## src/rtl/serial_comm_pkg.sv

```systemverilog
// Shared definitions for the UART-side word serializer and the receive-side byte assembler.
package serial_comm_pkg;

    localparam int BYTE_W     = 8;
    localparam int WORD_BYTES = 3;

    typedef enum logic [2:0] {
        IDLE    = 3'd0,
        LOAD    = 3'd1,
        START   = 3'd2,
        WAIT_HI = 3'd3,
        WAIT_LO = 3'd4,
        NEXT    = 3'd5,
        DONE    = 3'd6,
        ABORT   = 3'd7
    } ser_tx_state_t;

endpackage

```

## src/rtl/word_serial_tx_if.sv

```systemverilog
// Bundle between the serializer (master side) and its word source plus uart_tx (slave side).
import serial_comm_pkg::*;

// Word handshake: a word is accepted on a clock edge where send=1 and ready=1; send while
// ready=0 is dropped. Byte handshake: tx_start pulses one cycle to load tx_data, and tx_data
// stays put until uart_tx lowers tx_busy for that byte.
interface word_serial_tx_if #(
    parameter int NUM_BYTES = WORD_BYTES
) ();
    logic                        send;
    logic [BYTE_W*NUM_BYTES-1:0] data_in;
    logic                        tx_busy;
    logic [BYTE_W-1:0]           tx_data;
    logic                        tx_start;
    logic                        ready;
    logic                        done;
    logic                        error;
    ser_tx_state_t               dbg_state;

    modport master (
        input  send, data_in, tx_busy,
        output tx_data, tx_start, ready, done, error, dbg_state
    );

    modport slave (
        output send, data_in, tx_busy,
        input  tx_data, tx_start, ready, done, error, dbg_state
    );
endinterface

```

## src/rtl/word_serial_tx.sv

```systemverilog
// Splits one word into bytes for uart_tx, pacing on tx_busy and retrying bytes whose
// busy flag never rises.
import serial_comm_pkg::*;

module word_serial_tx #(
    parameter int NUM_BYTES    = WORD_BYTES,
    parameter bit MSB_FIRST    = 1'b1,
    parameter int BUSY_TIMEOUT = 16,
    parameter int MAX_RETRY    = 3
) (
    input logic              clk,
    input logic              reset,
    word_serial_tx_if.master bus
);

    localparam int WORD_W  = BYTE_W * NUM_BYTES;
    localparam int TIMER_W = (BUSY_TIMEOUT > 1) ? $clog2(BUSY_TIMEOUT) : 1;
    localparam int BCNT_W  = (NUM_BYTES > 1) ? $clog2(NUM_BYTES) : 1;
    localparam int RCNT_W  = (MAX_RETRY > 0) ? $clog2(MAX_RETRY + 1) : 1;

    ser_tx_state_t     state_q, state_d;
    logic [WORD_W-1:0] sreg_q, sreg_d;
    logic [BCNT_W-1:0] byte_cnt_q, byte_cnt_d;
    logic [RCNT_W-1:0] retry_cnt_q, retry_cnt_d;
    logic [TIMER_W-1:0] timer_q, timer_d;
    logic [BYTE_W-1:0] tx_data_q, tx_data_d;
    logic              tx_start_q, tx_start_d;
    logic              ready_q, ready_d;
    logic              done_q, done_d;
    logic              error_q, error_d;

    logic [BYTE_W-1:0] cur_byte;
    logic [WORD_W-1:0] sreg_shifted;

    // The byte on the wire always sits at the send end of the shift register.
    assign cur_byte     = MSB_FIRST ? sreg_q[WORD_W-1 -: BYTE_W] : sreg_q[BYTE_W-1:0];
    assign sreg_shifted = MSB_FIRST ? (sreg_q << BYTE_W) : (sreg_q >> BYTE_W);

    always_comb begin
        state_d     = state_q;
        sreg_d      = sreg_q;
        byte_cnt_d  = byte_cnt_q;
        retry_cnt_d = retry_cnt_q;
        timer_d     = timer_q;
        tx_data_d   = tx_data_q;
        tx_start_d  = 1'b0;
        ready_d     = 1'b0;
        done_d      = 1'b0;
        error_d     = 1'b0;

        case (state_q)
            IDLE: begin
                ready_d = 1'b1;
                if (bus.send) begin
                    sreg_d      = bus.data_in;
                    byte_cnt_d  = '0;
                    retry_cnt_d = '0;
                    ready_d     = 1'b0;
                    state_d     = LOAD;
                end
            end
            LOAD: begin
                tx_data_d = cur_byte;
                if (!bus.tx_busy) begin
                    tx_start_d = 1'b1;
                    state_d    = START;
                end
            end
            START: begin
                timer_d = '0;
                state_d = WAIT_HI;
            end
            WAIT_HI: begin
                if (bus.tx_busy) begin
                    state_d = WAIT_LO;
                end else if (timer_q == TIMER_W'(BUSY_TIMEOUT - 1)) begin
                    timer_d = '0;
                    if (retry_cnt_q == RCNT_W'(MAX_RETRY)) begin
                        error_d = 1'b1;
                        state_d = ABORT;
                    end else begin
                        retry_cnt_d = retry_cnt_q + 1'b1;
                        state_d     = LOAD;
                    end
                end else begin
                    timer_d = timer_q + 1'b1;
                end
            end
            WAIT_LO: begin
                if (!bus.tx_busy) state_d = NEXT;
            end
            NEXT: begin
                sreg_d      = sreg_shifted;
                retry_cnt_d = '0;
                // Cleared rather than incremented on the last byte so the counter never wraps.
                if (byte_cnt_q == BCNT_W'(NUM_BYTES - 1)) begin
                    byte_cnt_d = '0;
                    done_d     = 1'b1;
                    state_d    = DONE;
                end else begin
                    byte_cnt_d = byte_cnt_q + 1'b1;
                    state_d    = LOAD;
                end
            end
            DONE: begin
                ready_d = 1'b1;
                state_d = IDLE;
            end
            ABORT: begin
                retry_cnt_d = '0;
                ready_d     = 1'b1;
                state_d     = IDLE;
            end
            default: begin
                ready_d = 1'b1;
                state_d = IDLE;
            end
        endcase
    end

    always_ff @(posedge clk or negedge reset) begin
        if (!reset) begin
            state_q     <= IDLE;
            sreg_q      <= '0;
            byte_cnt_q  <= '0;
            retry_cnt_q <= '0;
            timer_q     <= '0;
            tx_data_q   <= '0;
            tx_start_q  <= 1'b0;
            ready_q     <= 1'b1;
            done_q      <= 1'b0;
            error_q     <= 1'b0;
        end else begin
            state_q     <= state_d;
            sreg_q      <= sreg_d;
            byte_cnt_q  <= byte_cnt_d;
            retry_cnt_q <= retry_cnt_d;
            timer_q     <= timer_d;
            tx_data_q   <= tx_data_d;
            tx_start_q  <= tx_start_d;
            ready_q     <= ready_d;
            done_q      <= done_d;
            error_q     <= error_d;
        end
    end

    assign bus.tx_data   = tx_data_q;
    assign bus.tx_start  = tx_start_q;
    assign bus.ready     = ready_q;
    assign bus.done      = done_q;
    assign bus.error     = error_q;
    assign bus.dbg_state = state_q;

endmodule

```

## src/flat_wrapper.sv

```systemverilog
// flat-port wrapper written by rule: the top's interface ports become plain ports
module word_serial_tx_flat 
#(
    parameter int NUM_BYTES    = WORD_BYTES,
    parameter bit MSB_FIRST    = 1'b1,
    parameter int BUSY_TIMEOUT = 16,
    parameter int MAX_RETRY    = 3
)
  (clk, reset, bus_send, bus_data_in, bus_tx_busy, bus_tx_data, bus_tx_start, bus_ready, bus_done, bus_error, bus_dbg_state);
  word_serial_tx_if #(.NUM_BYTES(NUM_BYTES)) bus_i ();
  input logic clk;
  input logic reset;
  input wire logic [$bits(bus_i.send)-1:0] bus_send;
  input wire logic [$bits(bus_i.data_in)-1:0] bus_data_in;
  input wire logic [$bits(bus_i.tx_busy)-1:0] bus_tx_busy;
  output wire logic [$bits(bus_i.tx_data)-1:0] bus_tx_data;
  output wire logic [$bits(bus_i.tx_start)-1:0] bus_tx_start;
  output wire logic [$bits(bus_i.ready)-1:0] bus_ready;
  output wire logic [$bits(bus_i.done)-1:0] bus_done;
  output wire logic [$bits(bus_i.error)-1:0] bus_error;
  output wire logic [$bits(bus_i.dbg_state)-1:0] bus_dbg_state;
  assign bus_i.send = bus_send;
  assign bus_i.data_in = bus_data_in;
  assign bus_i.tx_busy = bus_tx_busy;
  assign bus_tx_data = bus_i.tx_data;
  assign bus_tx_start = bus_i.tx_start;
  assign bus_ready = bus_i.ready;
  assign bus_done = bus_i.done;
  assign bus_error = bus_i.error;
  assign bus_dbg_state = bus_i.dbg_state;
  word_serial_tx #(.NUM_BYTES(NUM_BYTES), .MSB_FIRST(MSB_FIRST), .BUSY_TIMEOUT(BUSY_TIMEOUT), .MAX_RETRY(MAX_RETRY)) u_core (.clk(clk), .reset(reset), .bus(bus_i));
endmodule
```

## config.mk

```make
export PLATFORM = sky130hd
export DESIGN_NAME = word_serial_tx_flat
export DESIGN_NICKNAME = d
export VERILOG_FILES = /design/src/rtl/serial_comm_pkg.sv /design/src/rtl/word_serial_tx_if.sv /design/src/rtl/word_serial_tx.sv /design/src/flat_wrapper.sv
export SDC_FILE = /design/constraint.sdc
export NUM_CORES = 1
export LEC_CHECK = 0
export BUFFER_PORTS_ARGS = -buffer_cell sky130_fd_sc_hd__buf_2
export CORE_MARGIN = 2
export CORE_UTILIZATION = 57
export CTS_CLUSTER_SIZE = 40
export DETAILED_ROUTE_END_ITERATION = 12
export PLACE_DENSITY = 0.83
export SETUP_SLACK_MARGIN = 0.1
export SYNTH_ARGS = -nofsm -noshare
export SYNTH_HDL_FRONTEND = slang
export SYNTH_SLANG_ARGS = --single-unit
export TNS_END_PERCENT = 10
```

## constraint.sdc

```tcl
create_clock -name clk -period 2.9 [get_ports clk]
set_input_delay 0.58 -clock clk [delete_from_list [all_inputs] [get_ports clk]]
set_output_delay 0.58 -clock clk [all_outputs]
set_load 0.005 [all_outputs]
```

### Yosys cells after proc, flatten, opt, wreduce, memory -nomap -nowiden

Index checks and enable logic that the tools add are counted.

| word-level totals | value |
|---|---|
| input bits | 28 |
| register bits | 47 |
| output and inout port bits | 15 |
| logic and storage cells | 70 |

| operators by class | value |
|---|---|
| muxes and demuxes | 30 |
| reductions and logical operators | 10 |
| add/subtract/negate cells | 3 |
| eq/ne operators | 17 |

Operator list:

| cell | number |
|---|---|
| $pmux 24 s2 | 1 |
| $mux 24 | 1 |
| $mux 3 | 7 |
| $pmux 3 s7 | 1 |
| $eq 3x3->1 const B | 4 |
| $mux 2 | 5 |
| $ne 2x2->1 const B | 5 |
| $mux 1 | 9 |
| $mux 4 | 2 |
| $pmux 4 s2 | 1 |
| $eq 3x2->1 const B | 2 |
| $pmux 2 s3 | 1 |
| $reduce_and 5->1 | 1 |
| $add 2x1->2 const B | 2 |
| $add 4x1->4 const B | 1 |
| $eq 2x2->1 const B | 2 |
| $eq 4x4->1 const B | 1 |
| $pmux 2 s2 | 1 |
| $reduce_and 2->1 | 2 |
| $reduce_and 4->1 | 1 |
| $reduce_bool 2->1 | 2 |
| $reduce_or 2->1 | 2 |
| $eq 3x1->1 const B | 1 |
| $logic_not 3->1 | 1 |
| other kinds (4) | 4 |

### Logic depth before layout (Yosys ltp)

Gate-level depths: netlist of run 1.

| depth | value |
|---|---|
| word-level depth | 5 |
| mapped depth | 6 |
| gate-level depth less buffers | 5 |

### Worst setup path after synthesis of run 1

Ideal clock, no wire load.

| timing | value |
|---|---|
| path kind | input port to flip-flop |
| start point | input bus_send |
| end point | register u_core.sreg_q[0] |
| stages | 5 |
| path buffers | 2 |
| setup slack | 1.178 ns |
| setup time | 0.121 ns |
| arrival | 1.601 ns |
| required time | 2.779 ns |
| path through | or4b_1 buf_2 and2_4 buf_6 a22o_1 |

| between the ends | value |
|---|---|
| word-level cells in the longest chain between the ends | 2 |

RTL lines:

| element | RTL line | RTL |
|---|---|---|
| start, declared | flat_wrapper.sv:13 | `input wire logic [$bits(bus_i.send)-1:0] bus_send;` |
| $ne 2x2->1 (no source line) | - |  |
| $reduce_and 2->1 (no source line) | - |  |
| end signal, assigned | word_serial_tx.sv:135 | `sreg_q <= sreg_d;` |
| end, declared | word_serial_tx.sv:22 | `logic [WORD_W-1:0] sreg_q, sreg_d;` |

Every way passes these cells.
A chain may end at the register's enable or synchronous reset.

### Final worst setup path of run 1

| timing | value |
|---|---|
| start point | register u_core.state_q[2] (netlist: u_core.bus.dbg_state[2]) |
| end point | register u_core.sreg_q[6] |

| between the ends | value |
|---|---|
| word-level cells in the longest chain between the ends | 3 |

RTL lines:

| element | RTL line | RTL |
|---|---|---|
| start, declared | word_serial_tx.sv:21 | `ser_tx_state_t state_q, state_d;` |
| start signal, assigned | word_serial_tx.sv:134 | `state_q <= state_d;` |
| $eq 3x3->1 or $logic_not 3->1 (tied branches) | word_serial_tx.sv:51 | `case (state_q)` |
| $reduce_bool 2->1 (no source line) or $ne 2x2->1 (tied branches) | - |  |
| $reduce_and 2->1 (no source line) | - |  |

Several ways; a longest one is shown, not always the timed one.

==> results.ini, run 1 <==
[timing]
finalCritPeriodShare = 0.717
timing.final.ws_setup_ps = 819
timing.setup.tns_ps = 0
min_period_ps = 2080
hold_violations = 0
clock_skew_ps = 13.9
grt_setup_unrepaired = no
maxSlewHeadroom = 0.331
setup-violations-final = 0
worst_slew_pin_slew_ps = 1000
max_freq_mhz = 481
final_max_slew_viol_count = 0

[power_and_ir_drop]
p_leak_nw = 1.07
p_per_area_nw_per_um2 = 1020
combPwrFrac = 0.340
p_total_w = 0.00236
switching_share = 0.349
p_clk_frac = 0.165
p_int_w = 0.00154
ir_drop_mv = 0.476
p_sw_w = 0.000825
p_seq_frac = 0.495

[clock_network]
cts_tree = built
clockRootBuffer = clkbuf_4
post_cts_buffers = 0
cts-hold-fix-buffers = 0
path_clk_slew_ps = 140
ctsResizeCount = 0
cts_made_buffers = 5
h-tree-depth = 2
clk_latency_ps = 370
clockBufferDepth = 2
clkSinkCount = 47

[routing]
avgRoutedWirePerCell_um = 13.9
dr_total_vias = 1544
post_drt_via_cell_ratio = 5.64
drc_errors = 0
drt-initial-drc-count = 72
routed_wirelength_mm = 3.82
drtPass1Iterations = 5
ant_nets = 0

[placement]
place_ws_ps = 787
gp_congestion = 0.766
port-buffer-count = 42
place_inst = 266
dp_hpwl_mm = 2.66

[floorplanning]
initial_utilization = 0.599
fp.coreArea_um2 = 3390
chipWidth_um = 63.7
rows = 21
pin_count = 43
fp.dieH_um = 63.7
design.die.area_um2 = 4060

[yosys]
ys_seq_area_frac = 0.580
async_flop_share = 1.00
synth_ff_type = dfrtp_1
synth_cell_types = 36
netlist_area_um2 = 2030
synth-warning-count = 0
ys_seq_elements = 47
synth_fp_nets = 219
synth_cells = 189
synthTopCellsByArea = dfrtp_1 (57%), nor2_1 (6.7%), o22ai_1 (5.2%)
synth_edf_count = 0
synth.top_cells.by_count = dfrtp_1 (46), nor2_1 (36), o22ai_1 (17)
synth_top_cell_by_area = dfrtp_1
synth_top_area_share = 0.567
syn_avg_cell_area_um2 = 10.7
yosysMostFrequentCell = dfrtp_1

[setup_path]
crit_chain = or4b_1 > and2_4 > a22o_1
arrival_ps = 2340
slowest_delay_ps = 900
critical_path_class = reg2reg
startpoint_type = flop
crit_slowest_cell = or4b_1
end_kind = flop
cp.required_ps = 3160
critPathMaxFanout = 19

[finish]
areaGrowthSynthToFinish_pct = 14.5
stdcell_count = 274
finalNetCount = 257
n_antenna_cell = 0
drive_gt1_frac = 0.281
fin_util = 0.686

[global_routing]
grt_max_degree = 48
antenna_found_initial = 0
grt_pass1_vias = 1431
grt_pass1_wl_mm = 6.35
globalRouteOverflowTotal = 0
track_usage = 0.204

[run]
maxCapViolations = 0

[status]
status = complete, no violations

[min_path]
hold_class = in2async

metal layers:
layer  part of all wire  global-route usage
met5                  0                   0
met4              0.016              0.0734
met2               0.48               0.332
met3              0.045              0.0464
met1               0.46               0.270
per-stage QoR:
step	instance area [µm²]	hold WS [ps]
5_1_grt	2320	431
3_5_place_dp	2250	479
4_1_cts	2320	400
6_report	2320	356
3_3_place_gp	2250	471
2_1_floorplan	2030	284
path summary, 6_finish.rpt:
check,startpoint,to,slack (ps),cells after the start
setup / recovery,u_core.bus.dbg_state[2],u_core.sreg_q[6],820,3
hold / removal,reset,u_core.bus.tx_data[6],360,1
setup reg to reg,u_core.bus.dbg_state[2],u_core.sreg_q[6],820,3
hold reg to reg,u_core.retry_cnt_q[0],u_core.retry_cnt_q[0],490,1
max in group asynchronous,reset,u_core.sreg_q[20],1910,1
min in group clk,bus_data_in[4],u_core.sreg_q[4],440,2
cell families (layout without fill, tap and decap cells):
group / Yosys count / in the layout / synth area share
multiplexers: 11 / 11 / 0.0592
adder cells (fa/ha/maj): 2 / 2 / 0.0123
AO/OA/AOI/OAI: 46 / 46 / 0.152
buffers and inverters: 16 / 55 / 0.0370
flip-flops: 47 / 47 / 0.580
AND/OR/NAND/NOR: 67 / 67 / 0.160
sequential cells by signal, summed over array words and instances (netlist names):
name and flops:
u_core.byte_cnt_q 2, u_core.sreg_q 24, u_core.bus.ready 1, u_core.timer_q 4, u_core.bus.dbg_state 3, u_core.bus.tx_data 8
u_core.bus.done 1, u_core.bus.tx_start 1, u_core.bus.error 1, u_core.retry_cnt_q 2
layout by cell type (no fill, tap or decap), types with 2 or more instances in the layout:
cell,n
ha_1,2
nand2_1,7
a21oi_1,4
o21ai_0,8
o31ai_1,2
nand2b_1,4
nor4_1,4
nand3_1,2
a21o_1,3
inv_1,3
a22o_1,9
mux2i_1,3
dfrtp_1,46
nor3b_1,2
nor2b_1,3
mux2_2,8
buf_2,42
and3_1,2
o22ai_1,17
clkbuf_4,5
nor2_1,36
power groups by stage:
stage | logic (W) | clock network (W) | registers, W
2_1_floorplan | 0.000659 | 0 | 0.00111
3_3_place_gp | 0.000787 | 0 | 0.00117
3_5_place_dp | 0.000815 | 0 | 0.00118
4_1_cts | 0.000816 | 0.000391 | 0.00117
5_1_grt | 0.000917 | 0.000425 | 0.00121
6_report | 0.000803 | 0.000389 | 0.00117
critical path: cells and delay by family, from the launching register on:
kind	cells	cell delay, ps
AOI/OAI and AO/OA	1	190
DFF	1	550
and+or+nand+nor	2	1240
layout make-up:
class	count	area, µm²
clock buffer	6	41.3
clock inverter	2	37.5
fill	270	1060
inverter	4	15.0
multi-input combinational	126	778
sequential	47	1180
tap	46	57.6
timing repair buffer	43	218
Note: power is estimated with default switching activity, not from simulation.
==> inputs of run 2 (changes only) <==
- ABC_AREA: not set -> 1
- CORE_UTILIZATION: 57 -> 54
- PLACE_DENSITY: 0.83 -> 0.79
- clock period: 2.9 -> 2.11 ns (I/O delays scaled with it)
==> results.ini, run 2 <==
[finish]
final_cell_mix = dfrtp_1 (46), buf_2 (42), nor2_1 (40), nand2_1 (30), inv_1 (20)
n_antenna_cell = 0  ; unchanged
finalNetCount = 298  ; +16%
drive_gt1_frac = 0.275  ; -0.00561
largest-register = u_core.sreg_q
largest_reg_flops = 24  ; unchanged
stdcell_count = 317  ; +16%
areaGrowthSynthToFinish_pct = 17.9
final_common_cell = dfrtp_1

[power_and_ir_drop]
p_total_w = 0.00340  ; +44%
p_seq_frac = 0.447  ; -0.048
combPwrFrac = 0.357  ; +0.017
p_sw_w = 0.00123  ; +49%
ir_drop_mv = 0.710  ; +49%
p_leak_nw = 1.24  ; +16%
p_per_area_nw_per_um2 = 1380  ; +36%
p_int_w = 0.00217  ; +41%
switching_share = 0.361  ; +0.0114
p_clk_frac = 0.197  ; +0.032

[yosys]
synth_edf_count = 0  ; unchanged
synth_compound_area_frac = 0.105  ; -0.0464
ys_seq_elements = 47  ; unchanged
synthTopCellsByArea = dfrtp_1 (55%), nor2_1 (7.2%), nand2_1 (5.4%)
syn_avg_cell_area_um2 = 9.35  ; -13%
yosys.area_share.simple = 0.216  ; +0.0555
async_flop_share = 1.00  ; unchanged
netlist_area_um2 = 2090  ; +3.1%
synth_top_cell_by_area = dfrtp_1
synth.top_cells.by_count = dfrtp_1 (46), nor2_1 (40), nand2_1 (30)
ys_seq_area_frac = 0.562  ; -0.0177
synthMuxAreaShare = 0.0430  ; -0.0161
synth_fa_ha_area_frac = 0.0119  ; -0.000375
yosysMostFrequentCell = dfrtp_1
synth_fp_nets = 254  ; +16%
synth_top_family_by_area = simple AND/OR/NAND/NOR gates
synth_xor_area_frac = 0  ; unchanged
synth_cell_types = 25  ; -31%
synth_top_area_share = 0.550  ; -0.0173
synth-warning-count = 0  ; unchanged
synth_ff_type = dfrtp_1
synth_cells = 224  ; +19%

[status]
status = complete, no violations

[routing]
ant_nets = 0  ; unchanged
routed_wirelength_mm = 4.05  ; +6.2%
post_drt_via_cell_ratio = 5.14  ; -8.8%
drtPass1Iterations = 4  ; -1
drt-initial-drc-count = 111  ; +54%
avgRoutedWirePerCell_um = 12.8  ; -8.2%
dr_total_vias = 1629  ; +5.5%
drc_errors = 0  ; unchanged

[timing]
grt_setup_unrepaired = no
hold_violations = 0  ; unchanged
finalCritPeriodShare = 0.789  ; +0.0719
final_max_slew_viol_count = 0  ; unchanged
timing.final.ws_setup_ps = 445  ; -375 ps
worst_slew_pin_slew_ps = 532  ; -471 ps
min_period_ps = 1670  ; -415 ps
maxSlewHeadroom = 0.646  ; +0.314
whs_ps = 91.6  ; -264 ps
timing.setup.tns_ps = 0  ; unchanged
setup-violations-final = 0  ; unchanged
max_freq_mhz = 600  ; +25%
clock_skew_ps = 6.69  ; -7.18 ps

[clock_network]
cts_made_buffers = 5  ; unchanged
clockRootBuffer = clkbuf_8
clk_latency_ps = 300  ; -70 ps
clkSinkCount = 47  ; unchanged
path_clk_slew_ps = 90  ; -50 ps
ctsResizeCount = 0  ; unchanged
cts-hold-fix-buffers = 0  ; unchanged
clockBufferDepth = 2  ; unchanged
cts_tree = built
h-tree-depth = 2  ; unchanged
post_cts_buffers = 0  ; unchanged

[setup_path]
cp_common_cell = nand2_1
crit_buf_inv = 2  ; +2
startpoint_type = flop
arrival_ps = 1900  ; -440 ps
r2r_cells = 8  ; +5
crit_chain = inv_1 > nand3_1 > nand2_1 > nand2_1 > inv_1 > nor2_1 > nand2_1 > nand2_1
cp.required_ps = 2340  ; -820 ps
critPathTopFamily = simple AND/OR/NAND/NOR gates
critPathMaxFanout = 11  ; -8
path_depth = 8  ; +5
crit_slowest_cell = dfrtp_1
critical_path_class = reg2reg
slowest_delay_ps = 550  ; -350 ps
end_kind = flop

[placement]
place_ws_ps = 495  ; -291 ps
dp_hpwl_mm = 2.87  ; +8.1%
place_inst = 309  ; +16%
gp_congestion = 0.844  ; +10%
port-buffer-count = 42  ; unchanged

[floorplanning]
initial_utilization = 0.568  ; -0.0313
design.die.area_um2 = 4390  ; +8.3%
pin_count = 43  ; unchanged
rows = 22  ; +4.8%
chipWidth_um = 66.3  ; +4.1%
fp.coreArea_um2 = 3690  ; +8.8%
fp.dieH_um = 66.3  ; +4.1%

[global_routing]
track_usage = 0.217  ; +0.0122
grt_max_degree = 28  ; -42%
grt_pass1_vias = 1606  ; +12%
globalRouteOverflowTotal = 0  ; unchanged
antenna_found_initial = 0  ; unchanged
grt_pass1_wl_mm = 7.11  ; +12%

[min_path]
hold_class = in2async

[run]
maxCapViolations = 0  ; unchanged

[run 2: metrics by stage]
step	instance area, µm²	utilization
after CTS	2470	0.669
after floorplan	2090	-
after detailed placement	2350	0.638
after global placement	2350	0.638
after global routing	2470	0.669
final	2470	0.669
[run 2: power by group through the flow]
| stage | combinational (W) | clock, W | sequential [W] |
|---|---|---|---|
| after floorplan | 0.000899 | 0 | 0.00150 |
| after global placement | 0.00117 | 0 | 0.00151 |
| after detailed placement | 0.00121 | 0 | 0.00153 |
| after CTS | 0.00122 | 0.000683 | 0.00152 |
| after global routing | 0.00139 | 0.000734 | 0.00157 |
| final | 0.00121 | 0.000668 | 0.00152 |
[run 2: area by class of cell]
type                       instances  area (µm²)
fill                             310        1220
sequential                        47        1180
clock inverter                     3        47.5
multi-input combinational        147         787
inverter                          22        82.6
clock buffer                       5        68.8
timing repair buffer              45         245
tap                               48        60.1
[run 2: cell families (layout without fill, tap and decap cells)]
group           Yosys count  after routing
flops                    47             47
simple gates             99             99
mux                       8              8
buf+inv                  30             75
compound gates           38             38
fa+ha+maj                 2              2
[run 2: worst paths after layout]
check                                         from                 endpoint  slack [ps]
hold reg to reg               u_core.byte_cnt_q[1]     u_core.byte_cnt_q[0]         470
min in group clk                       bus_tx_busy      u_core.bus.tx_start         340
hold / removal                               reset         u_core.sreg_q[5]          90
setup / recovery           u_core.bus.dbg_state[1]  u_core.bus.dbg_state[0]         440
setup reg to reg           u_core.bus.dbg_state[1]  u_core.bus.dbg_state[0]         440
max in group asynchronous                    reset         u_core.bus.ready        1420
[run 2: per-layer routing]
layer	wire, µm	track usage	up-vias
met4	50	0.0842	0
met3	182	0.0596	4
met5	0	0	-
met2	1900	0.336	37
li1	-	-	827
met1	1920	0.288	761
